[config.mk]
export PLATFORM = sky130hd
export DESIGN_NAME = alu_seq
export DESIGN_NICKNAME = d
export VERILOG_FILES = /design/src/rtl/alu_seq.sv
export SDC_FILE = /design/constraint.sdc
export NUM_CORES = 1
export LEC_CHECK = 0
export BUFFER_PORTS_ARGS = -buffer_cell sky130_fd_sc_hd__clkbuf_2
export CAP_MARGIN = 20
export CORE_AREA = 5 5 116 118
export CTS_CLUSTER_SIZE = 16
export DETAILED_ROUTE_END_ITERATION = 6
export DIE_AREA = 0 0 121 123
export PLACE_DENSITY = 0.79
export SLEW_MARGIN = 10
export SYNTH_ARGS = -nofsm -noshare
export SYNTH_HDL_FRONTEND = slang
export SYNTH_SLANG_ARGS = --single-unit
[constraint.sdc]
create_clock -name clk -period 2.1 [get_ports clk]
set_input_delay 0.21 -clock clk [delete_from_list [all_inputs] [get_ports clk]]
set_output_delay 0.21 -clock clk [all_outputs]
set_load 0.01 [all_outputs]
[src/rtl/alu_seq.sv]
// Execute-stage sequencer for the cpu2 ALU: registers one decoded op per handshake,
// waits out the multiply latency, then commits result and flags to the write port.
module alu_seq #(
  parameter int          WIDTH     = 32,
  parameter int          IWIDTH    = 16,
  parameter int          RADDR     = 4,
  parameter int          MUL_LAT   = 3,
  parameter logic [7:0]  FLAGS_RST = 8'h00
) (
  input  logic              clk,
  input  logic              reset,
  input  logic              req_valid,
  output logic              req_ready,
  input  logic [5:0]        req_op,
  input  logic [RADDR-1:0]  req_rd,
  input  logic [WIDTH-1:0]  req_bi,
  input  logic [WIDTH-1:0]  req_di,
  input  logic [IWIDTH-1:0] req_im,
  input  logic              flush,
  output logic [5:0]        alu_op,
  output logic [7:0]        alu_fi,
  output logic [WIDTH-1:0]  alu_bi,
  output logic [WIDTH-1:0]  alu_di,
  output logic [IWIDTH-1:0] alu_im,
  input  logic [WIDTH-1:0]  alu_res,
  input  logic [7:0]        alu_fo,
  input  logic              alu_wb_en,
  input  logic              alu_flag_en,
  output logic              wb_valid,
  output logic [RADDR-1:0]  wb_addr,
  output logic [WIDTH-1:0]  wb_data,
  output logic [7:0]        flags,
  output logic              busy
);

  typedef enum logic [1:0] {IDLE, EXEC, MULW, WB} state_t;

  localparam bit         HAS_MUL_WAIT = (MUL_LAT > 0);
  // Counter runs MUL_LAT-1 .. 0 so the commit lands on the last wait cycle.
  localparam logic [3:0] CNT_INIT     = HAS_MUL_WAIT ? 4'(MUL_LAT - 1) : 4'd0;

  state_t           state, state_nxt;
  logic             accept, is_mul, commit, load_cnt;
  logic [3:0]       cnt;
  logic [RADDR-1:0] rd_q;

  assign is_mul = !alu_op[5] && (alu_op[3:0] == 4'h9);
  assign alu_fi = flags;

  always_ff @(posedge clk or negedge reset) begin
    if (!reset) state <= IDLE;
    else        state <= state_nxt;
  end

  always_comb begin
    state_nxt = state;
    case (state)
      IDLE: if (accept) state_nxt = EXEC;
      EXEC: begin
        if (flush)                       state_nxt = IDLE;
        else if (is_mul && HAS_MUL_WAIT) state_nxt = MULW;
        else                             state_nxt = WB;
      end
      MULW: begin
        if (flush)          state_nxt = IDLE;
        else if (cnt == '0) state_nxt = WB;
      end
      WB:      state_nxt = accept ? EXEC : IDLE;
      default: state_nxt = IDLE;
    endcase
  end

  // Flush wins over both accept and commit in the cycle it is asserted.
  always_comb begin
    req_ready = ((state == IDLE) || (state == WB)) && !flush;
    accept    = req_valid && req_ready;
    busy      = (state != IDLE);
    load_cnt  = !flush && (state == EXEC) && is_mul && HAS_MUL_WAIT;
    commit    = !flush && (((state == EXEC) && !(is_mul && HAS_MUL_WAIT)) ||
                           ((state == MULW) && (cnt == '0)));
  end

  // Operands are only reloaded on accept, so they stay stable through MULW and IDLE.
  always_ff @(posedge clk or negedge reset) begin
    if (!reset) begin
      alu_op <= '0;
      rd_q   <= '0;
      alu_bi <= '0;
      alu_di <= '0;
      alu_im <= '0;
      cnt    <= '0;
    end else begin
      if (accept) begin
        alu_op <= req_op;
        rd_q   <= req_rd;
        alu_bi <= req_bi;
        alu_di <= req_di;
        alu_im <= req_im;
      end
      if (load_cnt)                          cnt <= CNT_INIT;
      else if ((state == MULW) && cnt != '0) cnt <= cnt - 4'd1;
    end
  end

  always_ff @(posedge clk or negedge reset) begin
    if (!reset) begin
      wb_valid <= 1'b0;
      wb_addr  <= '0;
      wb_data  <= '0;
      flags    <= FLAGS_RST;
    end else begin
      wb_valid <= commit && alu_wb_en;
      if (commit) begin
        wb_data <= alu_res;
        wb_addr <= rd_q;
        if (alu_flag_en) flags <= alu_fo;
      end
    end
  end

endmodule
==> results of run 1 <==
## sequential cells by signal, indices dropped and copies added, names as in the netlist
name,count
wb_data,32
cnt,4
wb_valid,1
alu_im,16
alu_op,6
alu_di,32
rd_q,4
alu_fi,8
state,2
wb_addr,4
alu_bi,32
## cells in the final DEF, fill, tap and decap left out, drive strengths merged, types with 5 or more instances in the layout
master / synthesis / final
inv: 6 / 6
dfrtp: 141 / 141
mux2: 134 / 134
clkinv: 0 / 5
nor2: 6 / 6
buf: 21 / 11
ha: 6 / 6
dlygate4sd3: 0 / 5
clkbuf: 1 / 297
## per-stage QoR
step	cells	TNS (ns)
after floorplan	343	0
after global placement	777	0
after detailed placement	777	0
after CTS	814	0
after global routing	817	-0.00890
final	817	0
## per-layer routing
| layer | vias up | wire length [um] |
|---|---|---|
| met1 | 1901 | 4950 |
| met5 | - | 0 |
| met4 | 0 | 256 |
| li1 | 1778 | - |
| met2 | 176 | 7020 |
| met3 | 24 | 1300 |
## final timing paths
kind / end / slack, ns
min: wb_data[24] / 0.02
min in group asynchronous: alu_fi[6] / 0.35
max reg2reg: alu_bi[6] / 0.12
max in group asynchronous: wb_valid / 1.03
min reg2reg: wb_addr[0] / 0.48
max: alu_bi[6] / 0.12
## logic make-up (layout without fill, tap and decap cells)
logic type,Yosys count,in the layout
and+or+nand+nor,23,23
muxes,134,134
adders and majority gates,6,6
DFF,141,141
xor gates and xnor gates,2,2
AOI/OAI and AO/OA,9,9
buffers and inverters,28,330
## power groups by stage
stage               Sequential, W  Combinational (W)  Clock, W
finish                    0.00491            0.00462   0.00318
global route              0.00511            0.00502   0.00336
CTS                       0.00493            0.00468   0.00323
detailed placement        0.00496            0.00466         0
global placement          0.00487            0.00452         0
floorplan                 0.00545            0.00209         0
## cell type report
cell class	instances	share of cell area, %
Clock inverter	11	2.10
Timing Repair Buffer	292	20.2
Tap cell	172	2.75
Clock buffer	21	6.02
Sequential cell	141	45.1
Multi-Input combinational cell	174	23.5
Inverter	6	0.288
## repair_timing
item                                    CTS  global route
resized for setup                         0             4
endpoints found under the setup margin    0            72
hold endpoints to repair                 64             0
hold buffers                              5             0
setup buffers                             0             2
==> summary.txt, run 1 <==
Run status
  • Outcome: finished, final reports clean

Worst hold path
  • Worst hold path type: input pin to flop
  • Hold Startpoint: alu_res[24]
  • Hold depth: 2

Power
  • Pwr dens: about 1600 nW/um^2
  • Switch Pwr: 0.00413 W
  • Worst vdd ir: 0.893 mV
  • Clock Power Share: 25.0%
  • Switch share: about 32%
  • Part of the power in registers: 38.7%
  • Int Power: 0.00858 W
  • Final Total Pwr: 0.0127 W
  • Combinational power share: between 30% and 40%
  • Cell leakage power: 3.88 nW

Global route
  • Global-route wire length before repair: 21,100 um
  • GR Layer Usage met2: 31.4%
  • Total GRT Usage: 18.4%
  • Grt total ovfl: 0
  • Maximum number of pins on one net before global-route repair: 67
  • Routing usage on met1: 20.2%
  • Vias in the first global route: between 4,000 and 5,000
  • Busiest grt layer: met2
  • Initial antenna violation count: 0
  • M3 GR Usage: 7.69%

Clock tree
  • Register clock-pin slew on the reported worst setup and hold paths: approximately 0.060 ns
  • TritonCTS Buffers: 17
  • Root buf cell: clkbuf_16
  • CTS tree: built
  • Clock sink total: 141
  • CTS H-tree lvls: 4
  • Clock buffer depth: 2
  • Clk_lat worst skew: 0.42 ns

Place
  • PortBufs: 276
  • Placed cell area: 7090 sq um
  • Pre-CTS setup slack: 0.0786 ns
  • Detail Placement HPWL: 10,200 um
  • RePlAce Congestion: 0.767

Route
  • Wirelength, routed: 13,500 um
  • WL/cell: 16.6 um
  • ANT nets after route: 0
  • TritonRoute pass-1 iters: 3
  • DR iter-0 viols: 86
  • DRC: 0
  • Vias/cell: roughly 4.7
  • DR vias: around 3,900

Final layout
  • Reg area: around 3500 sq um
  • NumNets Final: slightly below 800
  • # diodes: 0
  • Synth-to-layout area growth: 41.6%
  • Filler cell count: 914
  • Design Area, Final: 7820 sq um
  • Area occupied by multi-input gates: about 1800 sq um
  • Fin util: 63.3%
  • Ratio of cells with drive above 1 in the final layout: 66.7%

Setup path
  • Reg2Reg Launch Point: state[0]
  • Cell Chain, Critical Path: inv_1, ha_1, nor3b_4, buf_4, buf_8, mux2_2
  • Slowest stage delay, CP: 0.38 ns
  • Crit. path cell count: 6
  • Top cell family by delay on the critical path: buffers and inverters
  • Reg2reg path depth: 6
  • Worst setup SP type: flop
  • CP Max Fanout: 33
  • Crit. End Element: flop
  • Worst setup path start: state[0]
  • Worst endpoint data arrival time: between 2 and 2.5 ns
  • CP max stage cell: dfrtp_1
  • CP Buf/Inv Count: 3
  • Critical path type: flop to flop
  • Crit path required time: 2.39 ns

Yosys
  • Main combinational cell family by area after synthesis: multiplexers
  • FFs w/ async S/R, synth: 100%
  • Synth cell count leaders: dfrtp_1, mux2_2, mux2_1
  • Post-synth top area cell: dfrtp_1
  • Number of synthesis warnings: 0
  • Synth top area cells: dfrtp_1, mux2_2, mux2_1
  • Compound-gate portion of the synthesized area: 1.68%
  • Post-synthesis xor/xnor area fraction: 0.317%
  • Mapped Nets: 485
  • Leading cell type by number of instances after synthesis: dfrtp_1
  • Prevailing post-synth register cell: dfrtp_1
  • Post-Syn Area: 5520 sq um
  • Post-synth EDFFs: 0
  • Area fraction of the dominant cell type after synthesis: 63.9%
  • Simple-gate share of the synthesized area: 2.38%
  • Mux contribution to synthesized area: ~27%
  • Synthesized flop and latch total: between 100 and 150
  • Netlist cell types: 32
  • Cells after Synth: about 340
  • Mean Syn Cell Area: around 16 sq um
  • Sequential fraction of the synthesis area: 63.9%
  • Adder-cell area share of the yosys netlist: 1.36%

Die
  • DIE WIDTH: approximately 120 um
  • Die Y: 123 um
  • Num ports: approximately 280
  • Die footprint: 14,900 sq um
  • Starting density of the core: 44.7%
  • Core Box Area: 12,400 sq um
  • Site row count: 41

STA
  • Worst slew pin tran: 0.598 ns
  • Layout Skew: 0.00691 ns
  • Final number of hold-violating endpoints: 0
  • Hold_ws: 0.0178 ns
  • Final worst slack: 0.119 ns
  • RSZ-0062 raised after global routing: yes
  • Setup-failing EPs final: 0
  • Worst rel slew slack: between 50% and 60%
  • Post-layout min period: around 2.0 ns
  • Fin crit share: 94.3%
  • Max Freq: 505 MHz
  • Final Max Tran Viols: 0

Run
  • Maxcap violations: 0
No activity file was read; power rests on OpenSTA's default activity.
==> inputs of run 2 (changes only) <==
--- a/config.mk
+++ b/config.mk
@@ -7,11 +7,11 @@
 export LEC_CHECK = 0
 export BUFFER_PORTS_ARGS = -buffer_cell sky130_fd_sc_hd__clkbuf_2
 export CAP_MARGIN = 20
-export CORE_AREA = 5 5 116 118
-export CTS_CLUSTER_SIZE = 16
+export CORE_AREA = 5 5 124 126
+export CTS_CLUSTER_SIZE = 28
 export DETAILED_ROUTE_END_ITERATION = 6
-export DIE_AREA = 0 0 121 123
-export PLACE_DENSITY = 0.79
+export DIE_AREA = 0 0 129 131
+export PLACE_DENSITY = 0.7
 export SLEW_MARGIN = 10
 export SYNTH_ARGS = -nofsm -noshare
 export SYNTH_HDL_FRONTEND = slang
==> run 2 against run 1 <==
  * Combinational power increased by 0.9%
  * Sequential cell count unchanged
  * Global-route usage down 2.7 points
  * Critical endpoint is now alu_im[6]
  * Largest power group unchanged
==> summary.txt, run 2 (same netlist as run 1, synthesis figures left out) <==
STA
  • Hold_ws: 0.0182 ns
  • Worst slew pin tran: 0.699 ns
  • Max Freq: 497 MHz
  • Layout Skew: 0.0107 ns
  • Final Max Tran Viols: 0
  • Setup TNS: 0 ns
  • Fin crit share: around 96%
  • Worst rel slew slack: a little over half
  • Final number of hold-violating endpoints: 0
  • Setup-failing EPs final: 0
  • Post-layout min period: 2.01 ns
  • RSZ-0062 raised after global routing: yes

Global route
  • Global-route wire length before repair: 20,600 um
  • Maximum number of pins on one net before global-route repair: a little under 70
  • Grt total ovfl: 0
  • Vias in the first global route: approximately 4,200
  • Total GRT Usage: 15.6%
  • Initial antenna violation count: 0

Worst hold path
  • Hold depth: 2
  • Worst hold path type: input pin to flop
  • Hold Startpoint: alu_res[6]

Place
  • RePlAce Congestion: 0.755
  • PortBufs: 276
  • Detail Placement HPWL: around 10,000 um

Die
  • Die footprint: 16,900 sq um
  • Starting density of the core: 38.9%
  • Core Box Area: 14,200 sq um
  • Die Y: ~130 um
  • Num ports: 277
  • DIE WIDTH: 129 um
  • Site row count: 44

Route
  • DR vias: 3,881
  • WL/cell: 16.0 um
  • ANT nets after route: 0
  • DR iter-0 viols: 69
  • Wirelength, routed: 13,400 um
  • DRC: 0
  • Vias/cell: roughly 4.7
  • TritonRoute pass-1 iters: 4

Setup path
  • Worst setup SP type: flop
  • Crit. path cell count: 5
  • Cell Chain, Critical Path: inv_1, ha_1, nor3b_2, clkbuf_16, mux2_2
  • CP max stage cell: dfrtp_1
  • Critical path type: flop to flop
  • Slowest stage delay, CP: 0.38 ns
  • Worst setup path start: state[0]
  • Crit path required time: 2.39 ns
  • Reg2reg path depth: 5
  • Crit. End Element: flop
  • Top cell family by delay on the critical path: buffers and inverters
  • CP Max Fanout: between 60 and 70
  • Reg2Reg Launch Point: state[0]
  • CP Buf/Inv Count: 2
  • Worst endpoint data arrival time: approximately 2.3 ns

Clock tree
  • Clock sink total: approximately 140
  • TritonCTS Buffers: 17
  • CTS tree: built
  • Clock buffer depth: 2
  • Root buf cell: clkbuf_16
  • Register clock-pin slew on the reported worst setup and hold paths: ~0.060 ns
  • Clk_lat worst skew: 0.41 ns
  • CTS H-tree lvls: 4

Power
  • Pwr dens: between 1500 and 2000 nW/um^2
  • Worst vdd ir: 0.719 mV
  • Cell leakage power: 3.88 nW
  • Final Total Pwr: approximately 0.013 W

Final layout
  • Area occupied by multi-input gates: 1830 sq um
  • NumNets Final: 781
  • Filler cell count: 1,199
  • Commonest non-fill, non-tap cells in the layout: clkbuf_2, dfrtp_1, mux2_2, mux2_1, clkbuf_16
  • Synth-to-layout area growth: 42.6%
  • Most common cell after layout, fill and taps aside: clkbuf_2
  • Ratio of cells with drive above 1 in the final layout: 65.5%
  • Reg area: around 3500 sq um
  • Regs by FF count: alu_bi: 32 flops, alu_di: 32 flops, wb_data: 32 flops
  • # diodes: 0

Run
  • Maxcap violations: 0

Run status
  • Outcome: finished, final reports clean
[run 2: cell types whose count changed in the layout (fill, tap and decap cells not counted)]
cell and delta:
clkbuf_16 +1, nor3b_4 -1, clkinv_2 -3, nor3b_2 +1, buf_12 +1, clkbuf_1 +3
buf_8 -1, dlygate4sd3_1 +6, bufinv_16 -1, clkinv_4 -1
[run 2: cell type report]
type | instances | area share [%]
Multi-Input combinational cell | 174 | 23.2
Clock buffer | 24 | 6.12
Sequential cell | 141 | 44.8
Clock inverter | 6 | 1.40
Timing Repair Buffer | 299 | 21.2
Inverter | 6 | 0.286
Tap cell | 184 | 2.92
[run 2: worst register-to-register path, cell delays in order (launching register included)]
cell and delay [ns]:
dfrtp_1 0.38, inv_1 0.11, ha_1 0.35, nor3b_2 0.27
clkbuf_16 0.34, mux2_2 0.46
[run 2: where the power goes]
group | switching [W] | total [W] | internal (W)
registers | 0.000781 | 0.00490 | 0.00412
logic | 0.00224 | 0.00466 | 0.00243
clock network | 0.00104 | 0.00299 | 0.00195
[run 2: through the flow]
| step | cell area (sq um) | utilization [%] | worst slack [ns] | instances |
|---|---|---|---|---|
| 6_report | 7880 | 55.5 | 0.0889 | 834 |
| 4_1_cts | 7850 | 55.2 | 0.0766 | 833 |
| 3_5_place_dp | 7140 | 50.3 | 0.103 | 792 |
| 5_1_grt | 7880 | 55.5 | -0.00898 | 834 |
| 2_1_floorplan | 5520 | - | 0.243 | 343 |
| 3_3_place_gp | 7140 | 50.3 | 0.177 | 792 |
[run 2: worst paths after layout]
check | to | slack, ns
worst max-delay path | alu_im[6] | 0.09
worst min-delay path | wb_data[6] | 0.02
worst max register to register | alu_im[6] | 0.09
worst min register to register | wb_data[5] | 0.48
max in group asynchronous | alu_di[27] | 1.06
min in group asynchronous | wb_data[10] | 0.38
[run 2: layer usage]
metal  track usage [%]  vias to the layer above  routed length, um
met5                 0                        -                  0
met4              8.21                        0                369
met3              5.65                       30               1240
met2              26.0                      173               6860
met1              17.7                     1885               4910
li1                  -                     1793                  -
[run 2: what timing repair did]
item,CTS,global route
resized for setup,0,1
endpoints found under the hold margin,72,0
hold buffers,11,0
setup endpoints to repair,0,27
buffers inserted,0,0
==> inputs of run 3 (changes only) <==
--- a/config.mk
+++ b/config.mk
@@ -11,6 +11,7 @@
 export CTS_CLUSTER_SIZE = 28
 export DETAILED_ROUTE_END_ITERATION = 6
 export DIE_AREA = 0 0 129 131
+export GPL_TIMING_DRIVEN = 0
 export PLACE_DENSITY = 0.7
 export SLEW_MARGIN = 10
 export SYNTH_ARGS = -nofsm -noshare
==> run 3 against run 2 <==
  * First-iteration DRC count grew to 2.7 times the previous value
  * Critical path depth grew 1
  * Sequential power about the same
  * Clock skew shrank 0.0035 ns
  * Final cell count grew 1.7%
==> summary.txt, run 3 (same netlist as run 1, synthesis figures left out) <==
Final layout
  • Regs by FF count: alu_bi: 32 flops, alu_di: 32 flops, wb_data: 32 flops
  • Commonest non-fill, non-tap cells in the layout: clkbuf_2, dfrtp_1, mux2_2, mux2_1
  • Filler cell count: 1,223
  • NumNets Final: 793
  • Synth-to-layout area growth: 42.6%
  • Most common cell after layout, fill and taps aside: clkbuf_2
  • # diodes: 0
  • Ratio of cells with drive above 1 in the final layout: 67.0%

Power
  • Cell leakage power: 3.92 nW
  • Worst vdd ir: around 0.76 mV
  • Pwr dens: 1570 nW/um^2

STA
  • Layout Skew: 0.00724 ns
  • Final number of hold-violating endpoints: 0
  • Final Max Tran Viols: 0
  • Max Freq: just under 500 MHz
  • Worst slew pin tran: 0.568 ns
  • Hold_ws: 0.0228 ns
  • Fin crit share: 96.7%
  • Setup-failing EPs final: 0
  • Post-layout min period: 2.03 ns
  • RSZ-0062 raised after global routing: yes
  • Final worst slack: 0.0692 ns
  • Worst rel slew slack: 61.8%

Run
  • Maxcap violations: 0

Die
  • Site row count: 44
  • Die Y: 131 um
  • Num ports: approximately 280
  • DIE WIDTH: 129 um
  • Die footprint: 16,900 sq um
  • Core Box Area: 14,200 sq um
  • Starting density of the core: 38.9%

Setup path
  • Reg2reg path depth: 6
  • Critical path type: flop to flop
  • Worst setup SP type: flop
  • Crit path required time: 2.39 ns
  • Crit. End Element: flop
  • Worst endpoint data arrival time: between 2 and 2.5 ns
  • CP Max Fanout: 10

Route
  • DR iter-0 viols: 186
  • DR vias: 3,876
  • TritonRoute pass-1 iters: 4
  • ANT nets after route: 0
  • WL/cell: 15.7 um
  • Wirelength, routed: 13,300 um
  • DRC: 0
  • Vias/cell: ~4.6

Global route
  • Initial antenna violation count: 0
  • Global-route wire length before repair: about 21,000 um
  • Vias in the first global route: 4,207
  • Maximum number of pins on one net before global-route repair: 78
  • Total GRT Usage: 15.7%
  • Grt total ovfl: 0

Clock tree
  • TritonCTS Buffers: 17
  • Clock buffer depth: 2
  • Root buf cell: clkbuf_16
  • CTS H-tree lvls: 4
  • Register clock-pin slew on the reported worst setup and hold paths: 0.06 ns
  • Clk_lat worst skew: 0.41 ns
  • CTS tree: built
  • Clock sink total: 141

Place
  • PortBufs: 275
  • RePlAce Congestion: 0.743
  • Pre-CTS setup slack: -0.0433 ns
  • Detail Placement HPWL: 10,300 um

Worst hold path
  • Worst hold path type: input pin to flop
  • Hold depth: 2

Run status
  • Outcome: finished, final reports clean
[run 3: changes by cell type in the layout (fill, tap and decap cells not counted), moves of 2 or more]
cell,previous run,this run
buf_12,4,1
buf_4,6,17
buf_6,1,3
bufinv_16,3,0
clkbuf_1,4,2
clkbuf_16,19,17
clkbuf_4,0,4
clkinv_2,1,8
clkinv_4,0,2
dlygate4sd3_1,11,9
[run 3: worst max-delay path, cell delays in order, from the launching register on]
cell and delay [ns]:
dfrtp_1 0.39, inv_1 0.11, ha_1 0.36, nor3b_4 0.26, buf_4 0.21, clkbuf_4 0.23
mux2_2 0.35
[run 3: area by class of cell]
cell class / instances / area [sq um] / area share [%]
Sequential cell: 141 / 3530 / 44.8
Clock inverter: 12 / 72.6 / 0.922
Inverter: 6 / 22.5 / 0.286
Clock buffer: 20 / 457 / 5.80
Buffer: 22 / 173 / 2.19
Timing Repair Buffer: 289 / 1550 / 19.6
Multi-Input combinational cell: 174 / 1850 / 23.5
Tap cell: 184 / 230 / 2.92
[run 3: metal layers]
metal | wire length, um | global-route usage (%)
met1 | 4960 | 18.2
met3 | 1310 | 6.06
met5 | 0 | 0
met4 | 190 | 6.18
met2 | 6880 | 26.2
[run 3: path summary, 6_finish.rpt]
path,startpoint,endpoint,slack (ns)
min reg2reg,wb_addr[0],wb_addr[0],0.48
min in group asynchronous,reset,wb_data[6],0.34
min,alu_res[25],wb_data[25],0.02
max in group asynchronous,reset,alu_di[0],0.99
max,state[0],alu_im[11],0.07
max reg2reg,state[0],alu_im[11],0.07
[run 3: repair_timing]
item,4_1_cts,5_1_grt
pin swaps,1,1
endpoints found under the hold margin,72,0
endpoints found under the setup margin,62,96
cloned,0,1
hold buffers,9,0
resized for setup,1,22
setup buffers,3,0
[run 3: through the flow]
stage	std cells	util (%)	setup TNS [ns]	cell area [sq um]	power [W]
floorplan	343	-	0	5520	0.00753
global placement	802	50.2	-183.54	7130	0.00949
detailed placement	803	50.5	-1.07	7170	0.00971
CTS	847	55.1	-0.206	7820	0.0125
global route	848	55.4	-1.76	7880	0.0132
finish	848	55.4	0	7880	0.0123
[run 3: power breakdown]
part	internal, W	switching (W)
registers	0.00411	0.000772
clock network	0.00155	0.00109
logic	0.00254	0.00226
